## src/rtl/multicycle_ctrl.sv

```systemverilog
// Control FSM for the multicycle RV32I datapath, with a memory request/ready handshake.
// Define MULTICYCLE_JALR_EN to compile in jalr support (JALR_ADR -> JALR_PC -> ALUWB).
module multicycle_ctrl (
  input  logic       clk,
  input  logic       rst_n,
  input  logic [6:0] op,
  input  logic [2:0] funct3,
  input  logic       funct7b5,
  input  logic       Zero,
  input  logic       mem_ready,
  output logic       mem_req,
  output logic       MemWrite,
  output logic       AdrSrc,
  output logic       IRWrite,
  output logic       PCWrite,
  output logic       RegWrite,
  output logic [1:0] ResultSrc,
  output logic [1:0] ALUSrcA,
  output logic [1:0] ALUSrcB,
  output logic [2:0] ALUControl,
  output logic [2:0] ImmSrc,
  output logic       illegal
);

  localparam logic [6:0] OP_LOAD   = 7'b0000011;
  localparam logic [6:0] OP_STORE  = 7'b0100011;
  localparam logic [6:0] OP_RTYPE  = 7'b0110011;
  localparam logic [6:0] OP_ITYPE  = 7'b0010011;
  localparam logic [6:0] OP_BRANCH = 7'b1100011;
  localparam logic [6:0] OP_JAL    = 7'b1101111;
  localparam logic [6:0] OP_JALR   = 7'b1100111;

  typedef enum logic [3:0] {
    FETCH, DECODE, MEMADR, MEMREAD, MEMWB, MEMWRITE,
    EXECR, EXECI, ALUWB, BRANCH, JAL, ILLEGAL
`ifdef MULTICYCLE_JALR_EN
    , JALR_ADR, JALR_PC
`endif
  } state_t;

  state_t     state, next_state;
  logic [2:0] funct_alu;
  logic [2:0] decode_imm;

  always_ff @(posedge clk or negedge rst_n) begin
    if (!rst_n) state <= FETCH;
    else        state <= next_state;
  end

  // Memory states hold until mem_ready; ILLEGAL only leaves through reset.
  always_comb begin
    next_state = state;
    case (state)
      FETCH:    next_state = mem_ready ? DECODE : FETCH;
      DECODE: begin
        case (op)
          OP_LOAD, OP_STORE: next_state = MEMADR;
          OP_RTYPE:          next_state = EXECR;
          OP_ITYPE:          next_state = EXECI;
          OP_BRANCH:         next_state = BRANCH;
          OP_JAL:            next_state = JAL;
`ifdef MULTICYCLE_JALR_EN
          OP_JALR:           next_state = JALR_ADR;
`endif
          default:           next_state = ILLEGAL;
        endcase
      end
      MEMADR:   next_state = (op == OP_STORE) ? MEMWRITE : MEMREAD;
      MEMREAD:  next_state = mem_ready ? MEMWB : MEMREAD;
      MEMWB:    next_state = FETCH;
      MEMWRITE: next_state = mem_ready ? FETCH : MEMWRITE;
      EXECR:    next_state = ALUWB;
      EXECI:    next_state = ALUWB;
      ALUWB:    next_state = FETCH;
      BRANCH:   next_state = FETCH;
      JAL:      next_state = ALUWB;
`ifdef MULTICYCLE_JALR_EN
      JALR_ADR: next_state = JALR_PC;
      JALR_PC:  next_state = ALUWB;
`endif
      ILLEGAL:  next_state = ILLEGAL;
      default:  next_state = FETCH;
    endcase
  end

  // Subtract only for R-type with funct7b5; I-type add ignores IR[30].
  always_comb begin
    case (funct3)
      3'b000:  funct_alu = (op[5] & funct7b5) ? 3'b001 : 3'b000;
      3'b010:  funct_alu = 3'b101;
      3'b110:  funct_alu = 3'b011;
      3'b111:  funct_alu = 3'b010;
      default: funct_alu = 3'b000;
    endcase
  end

  always_comb begin
    case (op)
      OP_STORE:  decode_imm = 3'b001;
      OP_BRANCH: decode_imm = 3'b010;
      OP_JAL:    decode_imm = 3'b011;
      OP_JALR:   decode_imm = 3'b100;
      default:   decode_imm = 3'b000;
    endcase
  end

  // Outputs are forced low while rst_n is held, even though state already reads FETCH.
  always_comb begin
    mem_req    = 1'b0;
    MemWrite   = 1'b0;
    AdrSrc     = 1'b0;
    IRWrite    = 1'b0;
    PCWrite    = 1'b0;
    RegWrite   = 1'b0;
    ResultSrc  = 2'b00;
    ALUSrcA    = 2'b00;
    ALUSrcB    = 2'b00;
    ALUControl = 3'b000;
    ImmSrc     = 3'b000;
    illegal    = 1'b0;
    if (rst_n) begin
      case (state)
        FETCH: begin
          mem_req   = 1'b1;
          ALUSrcB   = 2'b10;
          ResultSrc = 2'b10;
          IRWrite   = mem_ready;
          PCWrite   = mem_ready;
        end
        DECODE: begin
          ALUSrcA = 2'b01;
          ALUSrcB = 2'b01;
          ImmSrc  = decode_imm;
        end
        MEMADR: begin
          ALUSrcA = 2'b10;
          ALUSrcB = 2'b01;
          ImmSrc  = (op == OP_STORE) ? 3'b001 : 3'b000;
        end
        MEMREAD: begin
          mem_req = 1'b1;
          AdrSrc  = 1'b1;
        end
        MEMWB: begin
          ResultSrc = 2'b01;
          RegWrite  = 1'b1;
        end
        MEMWRITE: begin
          mem_req  = 1'b1;
          MemWrite = 1'b1;
          AdrSrc   = 1'b1;
        end
        EXECR: begin
          ALUSrcA    = 2'b10;
          ALUControl = funct_alu;
        end
        EXECI: begin
          ALUSrcA    = 2'b10;
          ALUSrcB    = 2'b01;
          ALUControl = funct_alu;
        end
        ALUWB:    RegWrite = 1'b1;
        BRANCH: begin
          ALUSrcA    = 2'b10;
          ALUControl = 3'b001;
          ImmSrc     = 3'b010;
          PCWrite    = Zero ^ funct3[0];
        end
        JAL: begin
          ALUSrcA = 2'b01;
          ALUSrcB = 2'b10;
          ImmSrc  = 3'b011;
          PCWrite = 1'b1;
        end
`ifdef MULTICYCLE_JALR_EN
        JALR_ADR: begin
          ALUSrcA = 2'b10;
          ALUSrcB = 2'b01;
          ImmSrc  = 3'b100;
        end
        JALR_PC: begin
          ALUSrcA = 2'b01;
          ALUSrcB = 2'b10;
          PCWrite = 1'b1;
        end
`endif
        ILLEGAL:  illegal = 1'b1;
        default: ;
      endcase
    end
  end

endmodule

```

## config.mk

```make
export PLATFORM = sky130hd
export DESIGN_NAME = multicycle_ctrl
export DESIGN_NICKNAME = d
export VERILOG_FILES = /design/src/rtl/multicycle_ctrl.sv
export SDC_FILE = /design/constraint.sdc
export NUM_CORES = 1
export LEC_CHECK = 0
export ABC_CLOCK_PERIOD_IN_PS = 2100
export BUFFER_PORTS_ARGS = -buffer_cell sky130_fd_sc_hd__buf_2
export CORE_MARGIN = 3
export CORE_UTILIZATION = 44
export DETAILED_ROUTE_END_ITERATION = 16
export PLACE_DENSITY = 0.78
export SYNTH_ARGS = -nofsm -noshare
export SYNTH_HDL_FRONTEND = slang
export SYNTH_SLANG_ARGS = --single-unit
```

## constraint.sdc

```tcl
create_clock -name clk -period 2.1 [get_ports clk]
set_input_delay 0.42 -clock clk [delete_from_list [all_inputs] [get_ports clk]]
set_output_delay 0.42 -clock clk [all_outputs]
set_load 0.005 [all_outputs]
```

# ---- After elaboration in Yosys (flattened, before gate mapping)
# Cells that the tools add are included.
# Widths: inputs -> output; s select.
dict set report totals {
  input_bits 15
  wordCells 70
  ff_bits 4
  out_inout_bits 19
}
dict set report op_classes {
  n_mux 34
  bitwise 2
  eq_ne 21
  reduce_logical 12
}
# cell n
set ops {}
lappend ops {{$pmux 3 s4} 3}
lappend ops {{$pmux 4 s7} 1}
lappend ops {{$eq 7x7->1 const B} 3}
lappend ops {{$pmux 4 s5} 1}
lappend ops {{$eq 4x3->1 const B} 4}
lappend ops {{$eq 4x4->1 const B} 4}
lappend ops {{$mux 1} 16}
lappend ops {{$mux 3} 5}
lappend ops {{$eq 7x6->1 const B} 2}
lappend ops {{$pmux 2 s2} 3}
lappend ops {{$reduce_or 2->1} 6}
lappend ops {{$reduce_or 3->1} 3}
lappend ops {{$eq 4x2->1 const B} 2}
lappend ops {{$eq 7x2->1 const B} 1}
lappend ops {{$eq 7x5->1 const B} 1}
lappend ops {{$eq 3x3->1 const B} 2}
lappend ops {{$mux 2} 3}
lappend ops {{$pmux 3 s2} 1}
lappend ops {{$eq 4x1->1 const B} 1}
lappend ops {{$logic_not 4->1} 1}
lappend ops {{$reduce_or 4->1} 1}
lappend ops {{$eq 3x2->1 const B} 1}
lappend ops {{$logic_not 3->1} 1}
lappend ops {{$pmux 1 s3} 1}
lappend ops {{other kinds (2)} 2}

# ---- Logic depth before layout (Yosys ltp)
# Gate-level depths: netlist of run 1.
dict set report logic_depth {
  ltp_word 5
  depth_mapped 6
  depth_no_buf 4
}

# ---- Worst setup path after synthesis of run 1
# Ideal clock, no wire load.
dict set report synth_timing {
  kind {input to output}
  from {input op[1]}
  to {output ImmSrc[0]}
  required_ns 1.680
  stages 4
  slack_ns 0.299
  n_path_buf 0
  arrival_time_ns 1.381
  path_cell_list {nand2_1 > nor4_1 > a22oi_1 > a221oi_1}
}
dict set report synth_via {
  elab_chain_cells 4
  word_cells_on_any_way 8
  cone_classes {eq/ne (4); mux (4)}
}
# element line_no
set synth_rtl {}
lappend synth_rtl {{from (decl)} 6} ;# input logic [6:0] op,
lappend synth_rtl {{$eq 7x7->1 or $eq 7x6->1 (tied branches)} {98, 138}}
lappend synth_rtl {{$pmux 3 s4 or $mux 1 (tied branches)} {98, 138}}
lappend synth_rtl {{$pmux 3 s4 *} 122} ;# case (state)
lappend synth_rtl {{$mux 3 *} 121} ;# if (rst_n) begin
lappend synth_rtl {{to (decl)} 21} ;# output logic [2:0] ImmSrc,
# Mark *: on every way between the ends. The rest lies on a longest branch, timed or not.

# ---- Worst setup path in the final report of run 1
dict set report layout_timing {
  from {register state[1]}
  to {output mem_req}
}
dict set report layout_via {
  elab_chain_cells 4
  word_cells_on_any_way 6
  cone_classes {eq/ne (2); mux (2); reduce/logical (2)}
}
# element line_no
set layout_rtl {}
lappend layout_rtl {{from (decl)} 41} ;# state_t state, next_state;
lappend layout_rtl {{from (signal assigned)} 47} ;# else state <= next_state;
lappend layout_rtl {{$eq 4x3->1 (tied with other cells)} 122}
lappend layout_rtl {{$reduce_or 3->1 (no source line) *} n/a}
lappend layout_rtl {{$mux 1 *} 122}
lappend layout_rtl {{$mux 1 *} 121}
lappend layout_rtl {{to (decl)} 11} ;# output logic mem_req,
# Marks and branches as above.

==> results of run 1 <==
report_power, final:
group	internal [mW]	switching [mW]
Combinational	0.403	0.394
Sequential	0.119	0.0817
Clock	0.0636	0.0270
layer usage:
| metal | GRT usage | wire length (um) | vias to the layer above |
|---|---|---|---|
| met1 | 0.2652 | 925 | 401 |
| met2 | 0.3496 | 1020 | 35 |
| met4 | 0.03509 | 14 | 0 |
| li1 | - | - | 435 |
| met3 | 0.05578 | 154 | 2 |
| met5 | 0 | 0 | - |
area by class of cell:
type                    count  area share
inverters                   5     0.01961
clock buffers               3     0.02353
repair buffers             44      0.2588
flip-flops and latches      4      0.1098
well taps                  15     0.01961
multi-input cells          79      0.5686
critical path, delay by kind of cell (launching register included):
kind | cells | cell delay, ps
xor+xnor | 1 | 160
simple gates | 3 | 500
flops | 1 | 430
buf+inv | 2 | 290
kinds of logic (layout without fill, tap and decap cells):
family          Yosys count  count (layout)  synth area share
compound gates           25              25            0.2628
flops                     4               4            0.1512
simple gates             48              48            0.4197
xor+xnor                  6               6           0.07941
buf+inv                  13              52           0.08695
what timing repair did:
| item | CTS | global route |
|---|---|---|
| resized for setup | 5 | 8 |
| endpoints found under the setup margin | 6 | 5 |
| cloned | 0 | 0 |
| pin swaps | 0 | 0 |
| buffers inserted | 0 | 4 |
Yosys cell counts, types with 3 or more instances:
cell type and instances:
nor3b_1 4, xnor2_1 3, nand2_1 6, xor2_1 3, a21oi_1 5, nor2b_1 5, a21boi_0 3, clkbuf_1 4
o21ai_0 4, nor4_1 3, dfrtp_1 4, nor2_1 9, nand2b_1 3, nor3_1 7, inv_1 5
final timing paths:
| check | from | end | cells after the start |
|---|---|---|---|
| max in group asynchronous | rst_n | state[1]$_DFF_PN0_ | 1 |
| worst min register to register | state[3]$_DFF_PN0_ | state[2]$_DFF_PN0_ | 1 |
| worst max register to register | state[2]$_DFF_PN0_ | state[0]$_DFF_PN0_ | 5 |
| worst max-delay path | state[1]$_DFF_PN0_ | mem_req | 6 |
| worst min-delay path | rst_n | state[2]$_DFF_PN0_ | 1 |
| min in group clk | op[2] | state[1]$_DFF_PN0_ | 3 |
==> results.cfg, run 1 <==
[route]
avgRoutedWirePerCell_um = 14.09
dr.pass1.iters = 4
viasPerCell = 5.820
num_vias = 873
drc_errors = 0
drtAntennaViolNets = 0
drt_wl_total_um = 2114
drtIter0Drc = 12

[power]
powerDensity_nw_per_um2 = 1136
power.leakage_nw = 0.4558
ir_drop_v = 0.0008316
power_mw = 1.088

[floorplan]
row_count = 13
start_util = 0.4903
dieArea_um2 = 2006
io-pin-count = 34
die_w_um = 44.79
die_h_um = 44.79
placeableCoreArea_um2 = 1350

[worst_setup_path]
crit_type = reg -> out
critPathCaptureType = primary output
rrSetupSlack_ps = 200
slowest_delay_ps = 430
crit_path_max_fanout = 6
crit_required_ps = 1680
path_cells = buf_4 -> xnor2_2 -> nor3b_2 -> and2_1 -> or2_2 -> buf_2
worst_path_max_delay_cell = dfrtp_2
start_kind = register
arrival_ps = 1610

[final_layout]
n_antenna_cell = 0
final_util = 0.7090
drive_gt1_frac = 0.4593
fin_area_um2 = 957.2
top_regs = state x4
final_common_cell = buf_2
multi_input_area_um2 = 544.3
layout.nets = 152
syn_to_final_growth_pct = 44.61
finalNonFillerCells = 150
largest_register_ffs = 4
largest_register = state
fillerInstances = 124
most-common-layout-cells = buf_2, buf_4, nor2_1
seq_area_um2 = 105.1

[grt]
gr-total-overflow = 0
grt_pass1_vias = 731
grt_max_degree = 15
grt_pass1_wl_um = 3187
grtUsageTotal = 0.2062
antenna_found_initial = 0

[timing]
report.final.slew_viol_count = 0
fin_hold_ws_ps = 50.53
tns_ps = 0
clock.fmax_ghz = 0.4929
setup_slack_ps = 71.29
min_period_ps = 2029
hold_violations = 0
skew_ps = 3.512
slew_headroom = 0.7315
tightest_slew_ps = 399.1
setup_viol = 0
fin_crit_sh = 0.9661

[clock_network]
h-tree-depth = 1
path_clk_slew_ps = 40
cts_buffers = 3
cts_hold_buffers = 0
clock_path_buffers = 2
cts.sinks = 4
clk_latency_ps = 230
cts_tree = yes
clock-root-buffer = clkbuf_4

[yosys]
postSynthAreaPerCell_um2 = 6.895
yosys_most_used_dff = dfrtp_1
ys_top_cells_by_area = dfrtp_1, nor3_1, nor2_1
synth.net_count = 111
ys_types = 41
synth_top_cell_area_share = 0.1512
synth_area_um2 = 661.9
synthArstFlopShare = 1.000
synth_area_leader_cell = dfrtp_1
synth_edf_count = 0
ys_warn_count = 0
ys_ff_latch = 4
postSynthCellCount = 96
yosysSeqAreaShare = 0.1512

[run_status]
status = completed

[job]
cap_viol_max_count = 0

[place]
numPortBuffers = 33
gp_congestion = 0.8575
place_hpwl_um = 1557
place_area_um2 = 859.6
dp.cells = 143
dp_slack_ps = 81.28

[min_path]
hp-class = in -> async
Note: power is estimated with default switching activity, not from simulation.
==> inputs of run 2 (changes only) <==
Settings changed: ABC_CLOCK_PERIOD_IN_PS 2100 to 2050.
Clock period 2.1 ns to 2.05 ns, I/O delays scaled along.
==> run 2 against run 1 <==
Worst hold slack got worse by 14 ps; final cell count is 2.0% higher; sequential power hardly changed; first-iteration DRC count grew 50%.
==> results.cfg, run 2 (same netlist as run 1, synthesis figures left out) <==
[clock_network]
clock-root-buffer = clkbuf_4
cts_tree = yes
cts_buffers = 3
cts.sinks = 4
clk_latency_ps = 230
path_clk_slew_ps = 40
clock_path_buffers = 2
h-tree-depth = 1

[timing]
skew_ps = 7.720
tightest_slew_ps = 380.5
clock.fmax_ghz = 0.5019
report.final.slew_viol_count = 0
setup_viol = 0
fin_crit_sh = 0.9719
min_period_ps = 1992
slew_headroom = 0.7440
hold_violations = 0

[worst_setup_path]
start_kind = register
reg2reg_to = state[0]$_DFF_PN0_
path_cells = buf_4 -> nor3b_2 -> and2_1 -> or2_2 -> buf_2
timing.rr.start = state[2]$_DFF_PN0_
critPathCaptureType = primary output
cp.buffers_inverters = 2
crit_path_max_fanout = 9
worst_path_max_delay_cell = dfrtp_2
arrival_ps = 1580
crit_family = simple AND/OR/NAND/NOR gates
reg2regPathDepth = 5
rrSetupSlack_ps = 170
cp.depth = 5
crit_type = reg -> out
slowest_delay_ps = 470
crit_required_ps = 1640

[grt]
antenna_found_initial = 0
grt_pass1_vias = 739
gr-total-overflow = 0
grt_max_degree = 15
grt_pass1_wl_um = 3312
grtUsageTotal = 0.2167

[final_layout]
syn_to_final_growth_pct = 48.02
final_util = 0.7257
fin_area_um2 = 979.7
largest_register_ffs = 4
drive_gt1_frac = 0.4710
most-common-layout-cells = buf_2, buf_4, nor2_1
layout.nets = 155
largest_register = state
n_antenna_cell = 0
final_common_cell = buf_2
top_regs = state x4
finalNonFillerCells = 153

[floorplan]
die_h_um = 44.79
start_util = 0.4903
row_count = 13
dieArea_um2 = 2006
placeableCoreArea_um2 = 1350
die_w_um = 44.79
io-pin-count = 34

[place]
gp_congestion = 0.8793
numPortBuffers = 33
dp.cells = 145
place_area_um2 = 874.6
place_hpwl_um = 1546

[power]
ir_drop_v = 0.0009453
powerDensity_nw_per_um2 = 1192
power.leakage_nw = 0.4712
power_mw = 1.168

[run_status]
status = completed

[route]
viasPerCell = 5.647
drc_errors = 0
drtIter0Drc = 18
dr.pass1.iters = 4
drt_wl_total_um = 2143
avgRoutedWirePerCell_um = 14.01
drtAntennaViolNets = 0
num_vias = 864

[min_path]
hp-class = in -> async

[job]
cap_viol_max_count = 0
## run 2: worst max-delay path by stage
stage / end / from
after global routing: PCWrite / state[3]$_DFF_PN0_
final: mem_req / state[0]$_DFF_PN0_
after detailed placement: ImmSrc[0] / op[4]
after global placement: ImmSrc[0] / op[4]
after CTS: mem_req / state[1]$_DFF_PN0_
after floorplan: ImmSrc[0] / op[1]
## run 2: per-stage QoR
stage               hold WS [ps]  TNS [ps]  setup slack (ps)
floorplan                  114.4         0             268.9
global placement           279.8         0             127.5
detailed placement         283.3         0             77.86
CTS                        37.73         0             11.33
global route               36.29    -37.69            -27.85
finish                     36.61         0             57.56
## run 2: cell type report
class                   count  area [um2]
clock buffers               3       22.52
fillers                   115       370.4
repair buffers             47       270.3
flip-flops and latches      4       105.1
well taps                  15       18.77
inverters                   5       18.77
multi-input cells          79       544.3
## run 2: what timing repair did
item,4_1_cts,5_1_grt
setup endpoints to repair,9,10
hold buffers,0,0
resized for setup,4,9
pin swaps,0,1
setup buffers,0,5
## run 2: power breakdown
| part | internal, mW | leakage (nW) | switching, mW | total (mW) |
|---|---|---|---|---|
| Combinational | 0.448 | 0.412 | 0.420 | 0.868 |
| Sequential | 0.122 | 0.0453 | 0.0801 | 0.202 |
| Clock | 0.0655 | 0.0138 | 0.0317 | 0.0971 |
## run 2: layer usage
metal | part of all wire | vias up | global-route usage | wire length (um)
li1 | - | 439 | - | -
met1 | 0.47 | 399 | 0.3180 | 1010
met2 | 0.48 | 26 | 0.3295 | 1025
met3 | 0.050 | 0 | 0.04781 | 107
met4 | 0 | 0 | 0.03509 | 0
met5 | 0 | - | 0 | 0
## run 2: worst reg2reg max path, delay by kind of cell (launching register included)
family / cells / cell delay, ps
compound gates: 2 / 260
buf+inv: 1 / 180
flops: 1 / 480
simple gates: 2 / 900
==> inputs of run 3 (changes only) <==
Settings changed: ABC_CLOCK_PERIOD_IN_PS 2050 to 2200.
Clock period 2.05 ns to 2.2 ns, I/O delays scaled along.
==> run 3 against run 2 <==
Clock power down 11%; clock skew down 3.9 ps; cell area down 7.4%; critical path type unchanged; largest power group unchanged; sequential share of layout area up 0.58 points; power down 17%; core utilization down 5.4 points; flip-flop and latch count unchanged; die area unchanged; worst setup slack better by 26 ps.
==> results.cfg, run 3 (same netlist as run 1, synthesis figures left out) <==
[run_status]
status = completed

[worst_setup_path]
start_kind = register
slowest_delay_ps = 450
path_cells = buf_4 -> xnor2_1 -> nor3b_2 -> and2_1 -> or2_2 -> buf_2
cp.buffers_inverters = 2
crit_type = reg -> out
critPathCaptureType = primary output
crit_path_max_fanout = 10
crit_required_ps = 1760
arrival_ps = 1680
worst_path_max_delay_cell = dfrtp_2
crit_family = simple AND/OR/NAND/NOR gates

[grt]
grt_pass1_wl_um = 3139
grt_pass1_vias = 729
gr-total-overflow = 0
grtUsageTotal = 0.2030
grt_max_degree = 15
antenna_found_initial = 0

[job]
cap_viol_max_count = 0

[route]
viasPerCell = 5.849
avgRoutedWirePerCell_um = 13.53
drtIter0Drc = 22
num_vias = 854
drtAntennaViolNets = 0
dr.pass1.iters = 4
drc_errors = 0
drt_wl_total_um = 1975

[final_layout]
largest_register = state
syn_to_final_growth_pct = 37.05
top_regs = state x4
fin_area_um2 = 907.1
largest_register_ffs = 4
drive_gt1_frac = 0.4122
final_util = 0.6719
most-common-layout-cells = buf_2, nor2_1, buf_4
final_common_cell = buf_2
layout.nets = 148
n_antenna_cell = 0

[clock_network]
cts_tree = yes
cts_buffers = 3
clk_latency_ps = 230
clock-root-buffer = clkbuf_4
cts.sinks = 4
cts_hold_buffers = 0
path_clk_slew_ps = 40
h-tree-depth = 1
clock_path_buffers = 2

[timing]
setup_viol = 0
skew_ps = 3.839
clock.fmax_ghz = 0.4724
tns_ps = 0
slew_headroom = 0.7353
min_period_ps = 2117
fin_crit_sh = 0.9621
setup_slack_ps = 83.34
tightest_slew_ps = 393.5
rsz0062_at_grt = yes
hold_violations = 0
report.final.slew_viol_count = 0

[place]
dp_slack_ps = 141.3
gp_congestion = 0.8575
numPortBuffers = 33
place_hpwl_um = 1557
place_area_um2 = 859.6

[min_path]
hp-class = in -> async

[floorplan]
placeableCoreArea_um2 = 1350
row_count = 13
io-pin-count = 34
dieArea_um2 = 2006
die_w_um = 44.79
start_util = 0.4903
die_h_um = 44.79

[power]
power.leakage_nw = 0.4320
ir_drop_v = 0.0007447
powerDensity_nw_per_um2 = 1071
[run 3: cell type report]
type                    instances  area (um2)
clock buffers                   3       22.52
fillers                       131       442.9
inverters                       5       18.77
multi-input cells              79       526.8
flip-flops and latches          4       102.6
well taps                      15       18.77
repair buffers                 40       217.7
[run 3: final timing paths]
kind,to,startpoint,slack (ps),cells past startpoint
max reg2reg,state[0]$_DFF_PN0_,state[3]$_DFF_PN0_,380,4
min in group clk,state[1]$_DFF_PN0_,op[2],610,3
min reg2reg,state[3]$_DFF_PN0_,state[1]$_DFF_PN0_,660,2
max in group asynchronous,state[1]$_DFF_PN0_,rst_n,1920,1
min,state[3]$_DFF_PN0_,rst_n,70,1
max,mem_req,state[1]$_DFF_PN0_,80,6
[run 3: timing repair]
item	4_1_cts	5_1_grt
setup buffers	0	0
endpoints found under the setup margin	1	6
gates cloned	0	0
gates resized for setup	1	7
[run 3: per-layer routing]
layer / GRT usage / vias up / wire length, um
li1: - / 429 / -
met1: 0.2652 / 391 / 819
met2: 0.3352 / 32 / 997
met3: 0.05976 / 2 / 143
met4: 0.03509 / 0 / 14
met5: 0 / - / 0
[run 3: where the power goes]
group | internal, mW | switching [mW]
clock | 0.0607 | 0.0258
combinational | 0.347 | 0.339
sequential | 0.110 | 0.0890
total | 0.517 | 0.454
[run 3: through the flow]
stage	total power, mW	cells	hold WS (ps)
3_5_place_dp	0.8436	143	315.3
5_1_grt	1.069	146	75.96
3_3_place_gp	0.8306	143	309.8
4_1_cts	0.9389	146	74.79
2_1_floorplan	0.6326	96	144.4
6_report	0.9714	146	67.61
